==> src/rtl/sd_spi_pkg.sv <==
// Shared SPI-mode SD definitions: response types and lengths, receiver states, R1 bit positions.
// Used by the command transmitter, the response receiver and the data-token receiver.
package sd_spi_pkg;

    localparam int unsigned RESP_W   = 40;
    localparam int unsigned BITCNT_W = 6;
    localparam int unsigned R1_W     = 8;

    localparam int unsigned LEN_R1  = 8;
    localparam int unsigned LEN_R1B = 8;
    localparam int unsigned LEN_R2  = 16;
    localparam int unsigned LEN_R37 = 40;

    localparam int unsigned R1_IDLE    = 0;
    localparam int unsigned R1_ILLEGAL = 2;

    // In-idle is a status flag, not an error; every other R1 flag counts as an error
    localparam logic [R1_W-2:0] R1_ERR_MASK = (R1_W-1)'(7'h7F & ~(7'(1) << R1_IDLE));

    typedef enum logic [1:0] {
        RESP_R1  = 2'd0,
        RESP_R1B = 2'd1,
        RESP_R2  = 2'd2,
        RESP_R37 = 2'd3
    } resp_type_e;

    typedef enum logic [2:0] {
        IDLE       = 3'd0,
        WAIT_START = 3'd1,
        SHIFT      = 3'd2,
        BUSY_WAIT  = 3'd3,
        DONE       = 3'd4
    } rx_state_e;

    typedef struct packed {
        logic              timeout;
        logic              r1_err;
        logic [RESP_W-1:0] resp;
    } resp_result_t;

    function automatic logic [BITCNT_W-1:0] resp_len(input resp_type_e t);
        case (t)
            RESP_R1B: return BITCNT_W'(LEN_R1B);
            RESP_R2:  return BITCNT_W'(LEN_R2);
            RESP_R37: return BITCNT_W'(LEN_R37);
            default:  return BITCNT_W'(LEN_R1);
        endcase
    endfunction

    // R1 flag bits [6:0] when a complete response of type t sits right-justified in r
    function automatic logic [R1_W-2:0] r1_flags(input logic [RESP_W-1:0] r, input resp_type_e t);
        case (t)
            RESP_R2:  return r[14:8];
            RESP_R37: return r[38:32];
            default:  return r[6:0];
        endcase
    endfunction

endpackage

==> src/rtl/sd_spi_sat_ctr.sv <==
// Saturating up-counter with synchronous clear, enable and a terminal-count flag.
module sd_spi_sat_ctr #(
    parameter int unsigned W    = 8,
    parameter int unsigned TERM = 255
) (
    input  logic clk,
    input  logic rstn,
    input  logic clr,
    input  logic en,
    output logic tc_c
);

    logic [W-1:0] cnt_q;

    always_ff @(posedge clk or negedge rstn) begin
        if (!rstn) begin
            cnt_q <= '0;
        end else if (clr) begin
            cnt_q <= '0;
        end else if (en && (cnt_q != W'(TERM))) begin
            cnt_q <= cnt_q + W'(1);
        end
    end

    assign tc_c = (cnt_q == W'(TERM));

endmodule

==> src/rtl/sd_spi_resp_rx.sv <==
// Host-side SPI-mode SD response receiver: start-bit hunt, R1/R1b/R2/R3-R7 capture, R1b busy wait.
// Define SDRESP_R1_ABORT_EN to stop R2/R3/R7 reception after an R1 byte flagging an illegal command.
module sd_spi_resp_rx
    import sd_spi_pkg::*;
#(
    parameter int unsigned NCR_MAX  = 8,
    parameter int unsigned BUSY_MAX = 65535
) (
    input  logic              clk,
    input  logic              rstn,
    input  logic              sclk_rise,
    input  logic              miso,
    input  logic              start,
    input  logic [1:0]        resp_type,
    output logic              busy,
    output logic              done,
    output logic              timeout,
    output logic              r1_err,
    output logic [RESP_W-1:0] resp
);

    localparam int unsigned NCR_TERM  = NCR_MAX * 8 - 1;
    localparam int unsigned NCR_W     = (NCR_TERM > 1) ? $clog2(NCR_TERM + 1) : 1;
    localparam int unsigned BUSY_W    = 16;
    localparam int unsigned BUSY_TERM = BUSY_MAX - 1;

    rx_state_e           state_q, state_d;
    resp_type_e          type_q, type_d;
    logic [BITCNT_W-1:0] bitcnt_q, bitcnt_d;
    resp_result_t        res_q, res_d;
    logic                busy_q, busy_d;
    logic                done_q, done_d;

    logic                cnt_clr;
    logic                ncr_en;
    logic                bsy_en;
    logic                ncr_tc;
    logic                bsy_tc;
    logic                finish;
    logic [RESP_W-1:0]   shifted;
    logic [BITCNT_W-1:0] bitcnt_inc;

    assign shifted    = {res_q.resp[RESP_W-2:0], miso};
    assign bitcnt_inc = (bitcnt_q == '1) ? bitcnt_q : bitcnt_q + BITCNT_W'(1);

    sd_spi_sat_ctr #(.W(NCR_W), .TERM(NCR_TERM)) u_ncr_ctr (
        .clk  (clk),
        .rstn (rstn),
        .clr  (cnt_clr),
        .en   (ncr_en),
        .tc_c (ncr_tc)
    );

    sd_spi_sat_ctr #(.W(BUSY_W), .TERM(BUSY_TERM)) u_busy_ctr (
        .clk  (clk),
        .rstn (rstn),
        .clr  (cnt_clr),
        .en   (bsy_en),
        .tc_c (bsy_tc)
    );

    // Next-state and next-output logic; only IDLE and DONE act without a strobe
    always_comb begin
        state_d  = state_q;
        type_d   = type_q;
        bitcnt_d = bitcnt_q;
        res_d    = res_q;
        busy_d   = busy_q;
        done_d   = 1'b0;
        cnt_clr  = 1'b0;
        ncr_en   = 1'b0;
        bsy_en   = 1'b0;
        finish   = 1'b0;

        case (state_q)
            IDLE: begin
                if (start) begin
                    type_d   = resp_type_e'(resp_type);
                    res_d    = '0;
                    bitcnt_d = '0;
                    cnt_clr  = 1'b1;
                    busy_d   = 1'b1;
                    state_d  = WAIT_START;
                end
            end
            WAIT_START: begin
                if (sclk_rise) begin
                    if (!miso) begin
                        res_d.resp = shifted;
                        bitcnt_d   = BITCNT_W'(1);
                        state_d    = SHIFT;
                    end else if (ncr_tc) begin
                        res_d.timeout = 1'b1;
                        res_d.resp    = '0;
                        finish        = 1'b1;
                    end else begin
                        ncr_en = 1'b1;
                    end
                end
            end
            SHIFT: begin
                if (sclk_rise) begin
                    res_d.resp = shifted;
                    bitcnt_d   = bitcnt_inc;
                    if (bitcnt_inc == resp_len(type_q)) begin
                        res_d.r1_err = |(r1_flags(shifted, type_q) & R1_ERR_MASK);
                        if (type_q == RESP_R1B) begin
                            state_d = BUSY_WAIT;
                        end else begin
                            finish = 1'b1;
                        end
                    end
`ifdef SDRESP_R1_ABORT_EN
                    // v1 cards answer CMD8 with a bare R1; nothing follows it
                    else if ((bitcnt_inc == BITCNT_W'(R1_W)) && shifted[R1_ILLEGAL]) begin
                        res_d.r1_err = 1'b1;
                        finish       = 1'b1;
                    end
`endif
                end
            end
            BUSY_WAIT: begin
                if (sclk_rise) begin
                    if (miso) begin
                        finish = 1'b1;
                    end else if (bsy_tc) begin
                        res_d.timeout = 1'b1;
                        finish        = 1'b1;
                    end else begin
                        bsy_en = 1'b1;
                    end
                end
            end
            DONE: begin
                state_d = IDLE;
            end
            default: begin
                state_d = IDLE;
                busy_d  = 1'b0;
            end
        endcase

        if (finish) begin
            state_d = DONE;
            busy_d  = 1'b0;
            done_d  = 1'b1;
        end
    end

    always_ff @(posedge clk or negedge rstn) begin
        if (!rstn) begin
            state_q  <= IDLE;
            type_q   <= RESP_R1;
            bitcnt_q <= '0;
            res_q    <= '0;
            busy_q   <= 1'b0;
            done_q   <= 1'b0;
        end else begin
            state_q  <= state_d;
            type_q   <= type_d;
            bitcnt_q <= bitcnt_d;
            res_q    <= res_d;
            busy_q   <= busy_d;
            done_q   <= done_d;
        end
    end

    assign busy    = busy_q;
    assign done    = done_q;
    assign timeout = res_q.timeout;
    assign r1_err  = res_q.r1_err;
    assign resp    = res_q.resp;

endmodule

==> config.mk <==
export PLATFORM = sky130hd
export DESIGN_NAME = sd_spi_resp_rx
export DESIGN_NICKNAME = d
export VERILOG_FILES = /design/src/rtl/sd_spi_pkg.sv /design/src/rtl/sd_spi_sat_ctr.sv /design/src/rtl/sd_spi_resp_rx.sv
export SDC_FILE = /design/constraint.sdc
export NUM_CORES = 1
export LEC_CHECK = 0
export CAP_MARGIN = 15
export CORE_MARGIN = 2
export CORE_UTILIZATION = 35
export DETAILED_ROUTE_END_ITERATION = 12
export SKIP_LAST_GASP = 1
export SYNTH_ARGS = -nofsm -noshare
export SYNTH_HDL_FRONTEND = slang
export SYNTH_SLANG_ARGS = --single-unit
==> constraint.sdc <==
create_clock -name clk -period 2.7 [get_ports clk]
set_clock_uncertainty 0.05 [all_clocks]
set_input_delay 0.81 -clock clk [delete_from_list [all_inputs] [get_ports clk]]
set_output_delay 0.81 -clock clk [all_outputs]
set_load 0.005 [all_outputs]
==> results of run 1 <==
==> metrics by stage <==
step / TNS, ns / cell area, sq um
floorplan: 0 / 3830
global placement: -0.0492 / 4570
detailed placement: -0.130 / 4570
CTS: 0 / 4770
global route: 0 / 4770
finish: 0 / 4770
==> worst min path at each step <==
stage	startpoint	end	slack [ns]	cells past startpoint
floorplan	resp[39]	resp[39]	0.42	2
global placement	resp[39]	resp[39]	0.42	2
detailed placement	resp[39]	resp[39]	0.43	2
CTS	rstn	done	0.34	1
global route	rstn	done	0.34	1
finish	rstn	done	0.33	1
==> worst reg2reg max path, cell delays in order, from the launching register on <==
cell       delay, ns
dfrtp_1         0.44
ha_1            0.35
nand3_2         0.15
a2111oi_2       0.33
or3_1           0.16
nand4_1         0.12
o31ai_1         0.33
mux2_2          0.37
==> cells by family after synthesis <==
group,count (synthesis)
compound gates,85
xor+xnor,18
fa+ha+maj,4
buf+inv,30
flops,77
mux,7
simple gates,208
==> synthesized netlist by cell type (all sizes together) (2+ instances only) <==
cell,count
xor2,12
or4,2
nor2,34
nand2b,6
o21ai,49
a31o,2
o211ai,2
o31ai,3
nor2b,3
nand2,112
nand4,11
buf,8
ha,4
and3,4
or3,2
mux2i,5
and4,2
nor4,4
nor3b,2
clkbuf,16
inv,6
a2bb2oi,2
nand3,8
dfrtp,77
nor3,7
xnor2,6
and2,2
a21oi,14
o221ai,2
mux2,2
==> placed cells by master (no fill, tap or decap), types with 9 or more instances in the layout <==
master | synthesis | routed
a21oi_1 | 14 | 14
buf_4 | 2 | 14
clkbuf_8 | 0 | 9
clkdlybuf4s50_1 | 0 | 49
dfrtp_1 | 77 | 77
nand2_1 | 111 | 111
nand4_1 | 10 | 10
nor2_1 | 34 | 33
o21ai_0 | 49 | 49
xor2_1 | 12 | 12
==> area by class of cell <==
cell class	instances	area, sq um
clock inverter	7	80.1
multi-input combinational	322	1790
fill	1089	5980
sequential	77	1930
tap	140	175
clock buffer	9	124
inverter	6	22.5
timing repair buffer	66	656
==> where the power goes <==
part / internal (mW) / switching, mW / leakage, nW / total [mW]
Clock: 0.440 / 0.489 / 0.0973 / 0.930
Sequential: 1.27 / 0.167 / 1.06 / 1.43
Combinational: 0.523 / 0.863 / 0.841 / 1.39
==> sequential cells by signal, indices dropped and copies added, names as in the netlist <==
| signal | cells |
|---|---|
| resp | 40 |
| u_busy_ctr.cnt_q | 16 |
| bitcnt_q | 6 |
| u_ncr_ctr.cnt_q | 6 |
| state_q | 3 |
| type_q | 2 |
| busy | 1 |
| done | 1 |
| r1_err | 1 |
| timeout | 1 |
==> layer usage <==
layer	part of all wire, %	vias to the layer above	track usage, %
li1	-	1572	-
met1	50	1532	22.7
met2	44	64	23.3
met3	4.6	12	3.74
met4	1.8	0	6.96
met5	0	-	0
==> results list, run 1 <==
- Pin count of the biggest net entering global routing: 81
* Clock-pin slew reported for the worst setup and hold paths after clock tree synthesis: ~0.09 ns
- Worst setup slack after layout: about 0.3 ns
- Hold-fix buffers at CTS: 0
- Grt ovf: 0
- DIE HEIGHT: 109 um
* Number of enable-type register cells in the synthesized netlist: 0
- TritonCTS built the clock tree.
- At the pin with the least slew margin, the transition time is about 0.48 ns.
- Deepest level of the CTS H-tree: 3
- Setup repair after global routing missed its margin: no
- Origin of the worst setup path: bitcnt_q[1]
- The floorplan step defined a core boundary enclosing about 0.011 sq mm.
- The design draws around 3.7 mW.
- Series of cell instances along the critical path: ha_1 -> nand3_2 -> a2111oi_2 -> or3_1 -> nand4_1 -> o31ai_1 -> mux2_2
* Synth Instances: 429
- Max incr delay on CP: ~0.44 ns
- Sorting the synthesized cells by area gives the leading types as dfrtp_1, nand2_1, o21ai_0.
* Relative max-transition margin: 67.8%
- Largest fanout of any net on the critical path: 7
- The critical path is of the reg -> reg type.
* Most frequently used flop master after synthesis: dfrtp_1
- Worst slack on hold paths: roughly 0.33 ns
- Timing would allow up to 0.416 GHz.
* Finished Layout Cells: between 600 and 700
- In this run the remaining antenna-violating nets after routing total 0.
* Mean area per synthesized cell: a little under 9 sq um
- Final count of pins violating max slew: 0
- Worst flop-to-flop path startpoint: bitcnt_q[1]
- In this run, placement finished with an instance count of a little over 600.
* Number of I/O pins: just over 50
- STA puts the critical path data required time at between 2 and 3 ns.
* Skew-Pair Late Insertion Delay: between 0.3 and 0.4 ns
- Worst IR drop on VDD: 0.398 mV
- The synthesized netlist occupies a cell area of about 0.0038 sq mm.
- Initial cell density of the core: 35.6%
- First-pass GRT wire length: between 10,000 and 15,000 um
- Final net count: ~500
- The detailed router finished its first iteration with approximately 230 violations.
* Estimated wirelength of the detail-placed design: just under 6000 um
- The routed design could run at a clock period as short as between 2 and 2.5 ns.
- Slack of the worst reg-to-reg path: slightly below 0.3 ns
- The initial antenna violation count was 0.
- In this run, synthesis produced a sequential element count of between 70 and 80.
- Utilization of the core after routing: between 40 and 50%
- In this run the static leakage power is between 1.5 and 2 nW.
- First-pass detailed-route iteration total: 5
- In this run the worst setup path terminates at r1_err.
- Once the clock tree was built, the setup fixing pass inserted 0 buffers.
- Area Growth Syn to Fin: 24.7%
- Counting flops with an async set or reset pin after synthesis yields a share of 100%.
- At the placement stage, the worst setup path has a slack of -0.0669 ns.
* Global-route total usage across every layer: about 16%
* Portion of the clock cycle consumed by the worst path in the final layout: a little under 90%
- Tightest Hold Check Type: in -> async
* Number of diodes added for antenna fixing: 0
- Fraction of final layout cells sized beyond drive strength 1: between 10% and 20%
- Routed vias: about 3,200
- After Yosys synthesis, and, or, nand and nor cells account for roughly 26% of the synthesized area.
- The number of hold-slack violations in the final timing report is 0.
- Using the TritonRoute via totals, the vias-per-cell ratio works out to a little over 5.
* Per-cell routed wire length: ~14 um
- The floorplan step defined a die boundary enclosing approximately 0.012 sq mm.
- Buffering stage count on the worst path with inverters included: 0
- In this run the biggest area consumer among cell types represents 50.4% of the synthesized area.
- Crit start category: register
* Number of global-route vias before repair: roughly 3,000
* Cell family contributing the most delay on the critical path: compound AO/OA/AOI/OAI gates
* Yosys top cell by area: dfrtp_1
* Length in cells of the worst reg-to-reg path: 7
* Crit. path cell count: 7
- Synthesized netlist net count: 440
- Compound-cell area share of the yosys netlist: 13.2%
* Port buffer count: 50
- The clock passes through at most 2 buffers.
* Total wire length: 8670 um
- The largest individual stage delay along the critical path comes from the cell dfrtp_1.
- CP endpoint kind: register
- The endpoint identified for the worst register-to-register timing path is r1_err.
* Final setup viols: 0
- Netlist cell types: just under 60
- Clock tree root buffer cell: clkbuf_8
- Data arrives at the worst endpoint at 2.60 ns.
- Sequential cells were found to cover around half of the synthesized design area.
- Placer's final routability congestion estimate: 0.815
* Max-capacitance violation count: 0
* Sink Count: just under 80
- Number of gates given a new drive strength after cts: 0
- In this run the power density over the cells is 786 mW/mm^2.
* DRC violations left: 0
- Of the total synthesized cell area, the portion taken by XOR and XNOR cells is approximately 4%.
- Summing the areas of all fa, ha and maj instances in the mapped netlist gives between 1 and 1.5% of the synthesized area.
* Ys Warns: 0
- In this run, CTS created clock tree buffers numbering 9.
- Die Span X: ~110 um
- Combinational family with the most area after synthesis: simple AND/OR/NAND/NOR gates
- Multiplexer cells account for 1.90% of the synthesized area.
* Outcome: finished clean
- The initialized floorplan defines 38 standard-cell rows.
(Power assumes the default switching activity.)
==> inputs of run 2 (changes only) <==
- CAP_MARGIN: 15 -> default
==> results of run 2 <==
Same layout as run 1: the final DEF is identical, and so are final timing and power.
==> inputs of run 3 (changes only) <==
- CELL_PAD_IN_SITES_DETAIL_PLACEMENT: default -> 1
- CELL_PAD_IN_SITES_GLOBAL_PLACEMENT: default -> 2
- PLACE_DENSITY_LB_ADDON: default -> 0.1
- clock period: 2.7 -> 3.1 ns (I/O delays scaled with it)
==> run 3 against run 2 <==
- non-clock buffer count shrank 5
- count of clock-buffer cells in the layout is the same
- global-route usage grew 1.7 points
- first-iteration DRC count shrank 46%
- die area is the same
- sequential power shrank 10%
- clock power shrank 19%
- largest cell class unchanged
- highest routed layer unchanged
==> results list, run 3 (synthesis gave the netlist of run 1 again) <==
* Global-route total usage across every layer: 17.7% (+1.7 points)
- The slack of the worst reg-to-reg path is 0.58 ns (+0.29 ns).
- Traced cell by cell, the critical path runs through clkdlybuf4s50_1 -> and3b_1 -> nand2_2 -> or4_1 -> or3_1 -> a21oi_1.
* Crit. path cell count: 6 (-1)
- Setup Fix Bufs, Post-CTS: 0 (unchanged)
- Worst setup slack after layout: 0.429 ns (+0.134 ns)
* Antenna violations before repair: 0 (unchanged)
- Estimated wirelength of the detail-placed design: 6710 um (+15%)
- The number of buffer and inverter stages on the critical path came to 1 (+1).
- The count of endpoints failing setup in the final report was 0 (unchanged).
- The number of global-route vias before repair came to 3,313 (+10%).
- The total wirelength of the detailed-routed design was 9750 um (+13%).
- CP Data Arrival Time: 2.91 ns (+0.31 ns)
- Tightest Hold Check Type: reg -> reg
- Worst flop-to-flop path startpoint: bitcnt_q[0]
- The total negative slack for setup checks was 0 ns (unchanged).
- Critical Path Slowest Stage Cell: clkdlybuf4s50_1
- Relative to the synthesized area, the layout overhead comes to 23.3%.
* Finished Layout Cells: 621 (-0.96%)
- Max Clk Rate: 0.374 GHz
* Via-to-Cell Ratio: 5.13 (+1.1%)
- Worst hold stages: 2
- Worst IR drop on VDD: 0.373 mV (-6.3%)
* Final count of pins violating max slew: 0 (unchanged)
* Max-capacitance violation count: 0 (unchanged)
* Number of gates given a new drive strength after cts: 0 (unchanged)
- First-pass GRT wire length: 16,300 um (+9.4%)
- Crit path time final: about 2.7 ns
- The clock buffer count from CTS is 9 (unchanged).
- The H-tree level count came to 3 (unchanged).
- The total via count after detailed routing came to 3,185 (+0.16%).
- Number of flip-flops under the largest register name: 40 (unchanged)
- The die area is 0.0118 sq mm (unchanged).
* Lkg Pwr: 1.97 nW (-1.4%)
- Cell count after placement: 606 (-0.82%)
* Crit start category: input pin
- The required time at the endpoint of the critical path came to 3.34 ns (+0.44 ns).
- The standard cell core area came to 0.0107 sq mm (unchanged).
- Hold-critical path endpoint: resp[39]
- Clock tree synthesis selected as its root buffer the cell clkbuf_8.
* Starting DRT DRC Count: 122 (-46%)
- The final antenna diode count came to 0 (unchanged).
- Grouping stages by cell kind, the critical path spends the most delay in simple AND/OR/NAND/NOR gates.
- STA classifies the critical path endpoint as a register.
- The initial standard-cell utilization of the core came to 35.6% (unchanged).
* Standard-cell rows: 38 (unchanged)
- Pin count of the biggest net entering global routing: 51 (-37%)
* Leading cell types in the layout, fill and taps excluded: nand2_1, dfrtp_1, o21ai_0, clkdlybuf4s50_1, nor2_1
* Most common cell after layout, fill and taps aside: nand2_1
- DIE HEIGHT: 109 um (unchanged)
- Fraction of final layout cells sized beyond drive strength 1: 8.94% (-1.1 points)
- Number of I/O pins: 51 (unchanged)
* Placer's final routability congestion estimate: 0.795 (-2.6%)
* Clock-pin slew reported for the worst setup and hold paths after clock tree synthesis: 0.09 ns (about the same)
* Max incr delay on CP: 0.60 ns (+0.16 ns)
- The clock latency on the worst-skew pair is 0.35 ns (about the same).
- The endpoint identified for the worst register-to-register timing path is r1_err.
- The buffer depth of the longest clock path is 2 (unchanged).
- Outcome: finished clean
- Die Span X: 109 um (unchanged)
- Pre-CTS worst setup slack: 0.0747 ns (+0.142 ns)
* Relative max-transition margin: 68.1% (+0.35 points)
- The actual transition at the worst max-transition pin is 0.477 ns (-0.00151 ns).
- Setup repair after global routing left no endpoint under its margin.
- Grt ovf: 0 (unchanged)
- The startpoint identified for the worst hold timing path is resp[39].
- The critical path starts at sclk_rise.
- Hold-fix buffers at CTS: 0 (unchanged)
- Utilization of the core after routing: 43.9% (-0.49 points)
* Largest fanout of any net on the critical path: 6 (-1)
- Length in cells of the worst reg-to-reg path: 7 (unchanged)
* Port buffer count: 50 (unchanged)
* Final net count: 488 (-1.0%)
- Number of antenna-violating nets in the routed design: 0 (unchanged)
* Critical setup path kind: in -> reg
- Sink Count: 77 (unchanged)
* Hold violation count in the final report: 0 (unchanged)
- First-pass detailed-route iteration total: 4 (-1)
- Per-cell routed wire length: 15.7 um (+14%)
- Portion of the clock cycle consumed by the worst path in the final layout: a little under nine tenths
* CTS tree: built
- DRC violations left: 0 (unchanged)
- The areal power density over the cells is 679 mW/mm^2 (-14%).
==> run 3: changes by cell type in the layout (fill, tap and decap cells not counted), sizes merged <==
| cell | delta |
|---|---|
| buf | -5 |
| clkinv | +4 |
| inv | -4 |
| clkinvlp | -1 |
==> run 3: cell type report <==
class	count	area, sq um
Multi-Input combinational cell	322	1790
Fill cell	1271	6030
Tap cell	140	175
Sequential cell	77	1930
Timing Repair Buffer	61	618
Clock buffer	9	124
Inverter	6	22.5
Clock inverter	6	65.1
==> run 3: metal layers <==
metal | GRT usage, % | wire [um] | vias to the layer above
li1 | - | - | 1560
met1 | 23.9 | 4670 | 1570
met2 | 27.8 | 4570 | 45
met3 | 4.04 | 365 | 10
met4 | 6.78 | 148 | 0
met5 | 0 | 0 | -
==> run 3: how the worst max path moves through the flow <==
stage	to	slack, ns
after floorplan	u_busy_ctr.cnt_q[14]	0.63
after global placement	u_busy_ctr.cnt_q[14]	0.11
after detailed placement	resp[21]	0.07
after CTS	resp[21]	0.45
after global routing	resp[16]	0.31
final	u_busy_ctr.cnt_q[14]	0.43
==> run 3: power by group <==
part / internal, mW / switching [mW] / leakage [nW]
sequential: 1.10 / 0.174 / 1.06
combinational: 0.437 / 0.739 / 0.817
clock: 0.367 / 0.383 / 0.0950
total: 1.91 / 1.30 / 1.97
==> run 3: stage by stage <==
| stage | power [mW] | hold slack (ns) | cell area (sq um) |
|---|---|---|---|
| 2_1_floorplan | 2.02 | 0.423 | 3830 |
| 3_3_place_gp | 2.48 | 0.424 | 4530 |
| 3_5_place_dp | 2.50 | 0.441 | 4530 |
| 4_1_cts | 3.27 | 0.464 | 4720 |
| 5_1_grt | 3.46 | 0.477 | 4720 |
| 6_report | 3.20 | 0.452 | 4720 |
==> run 3: worst register-to-register path: stages, from the launching register on <==
cell and delay, ns:
dfrtp_1 0.48, ha_1 0.35, nand3_2 0.16, a2111oi_2 0.38
or3_1 0.16, nand4_1 0.12, o31ai_1 0.33, mux2_2 0.37
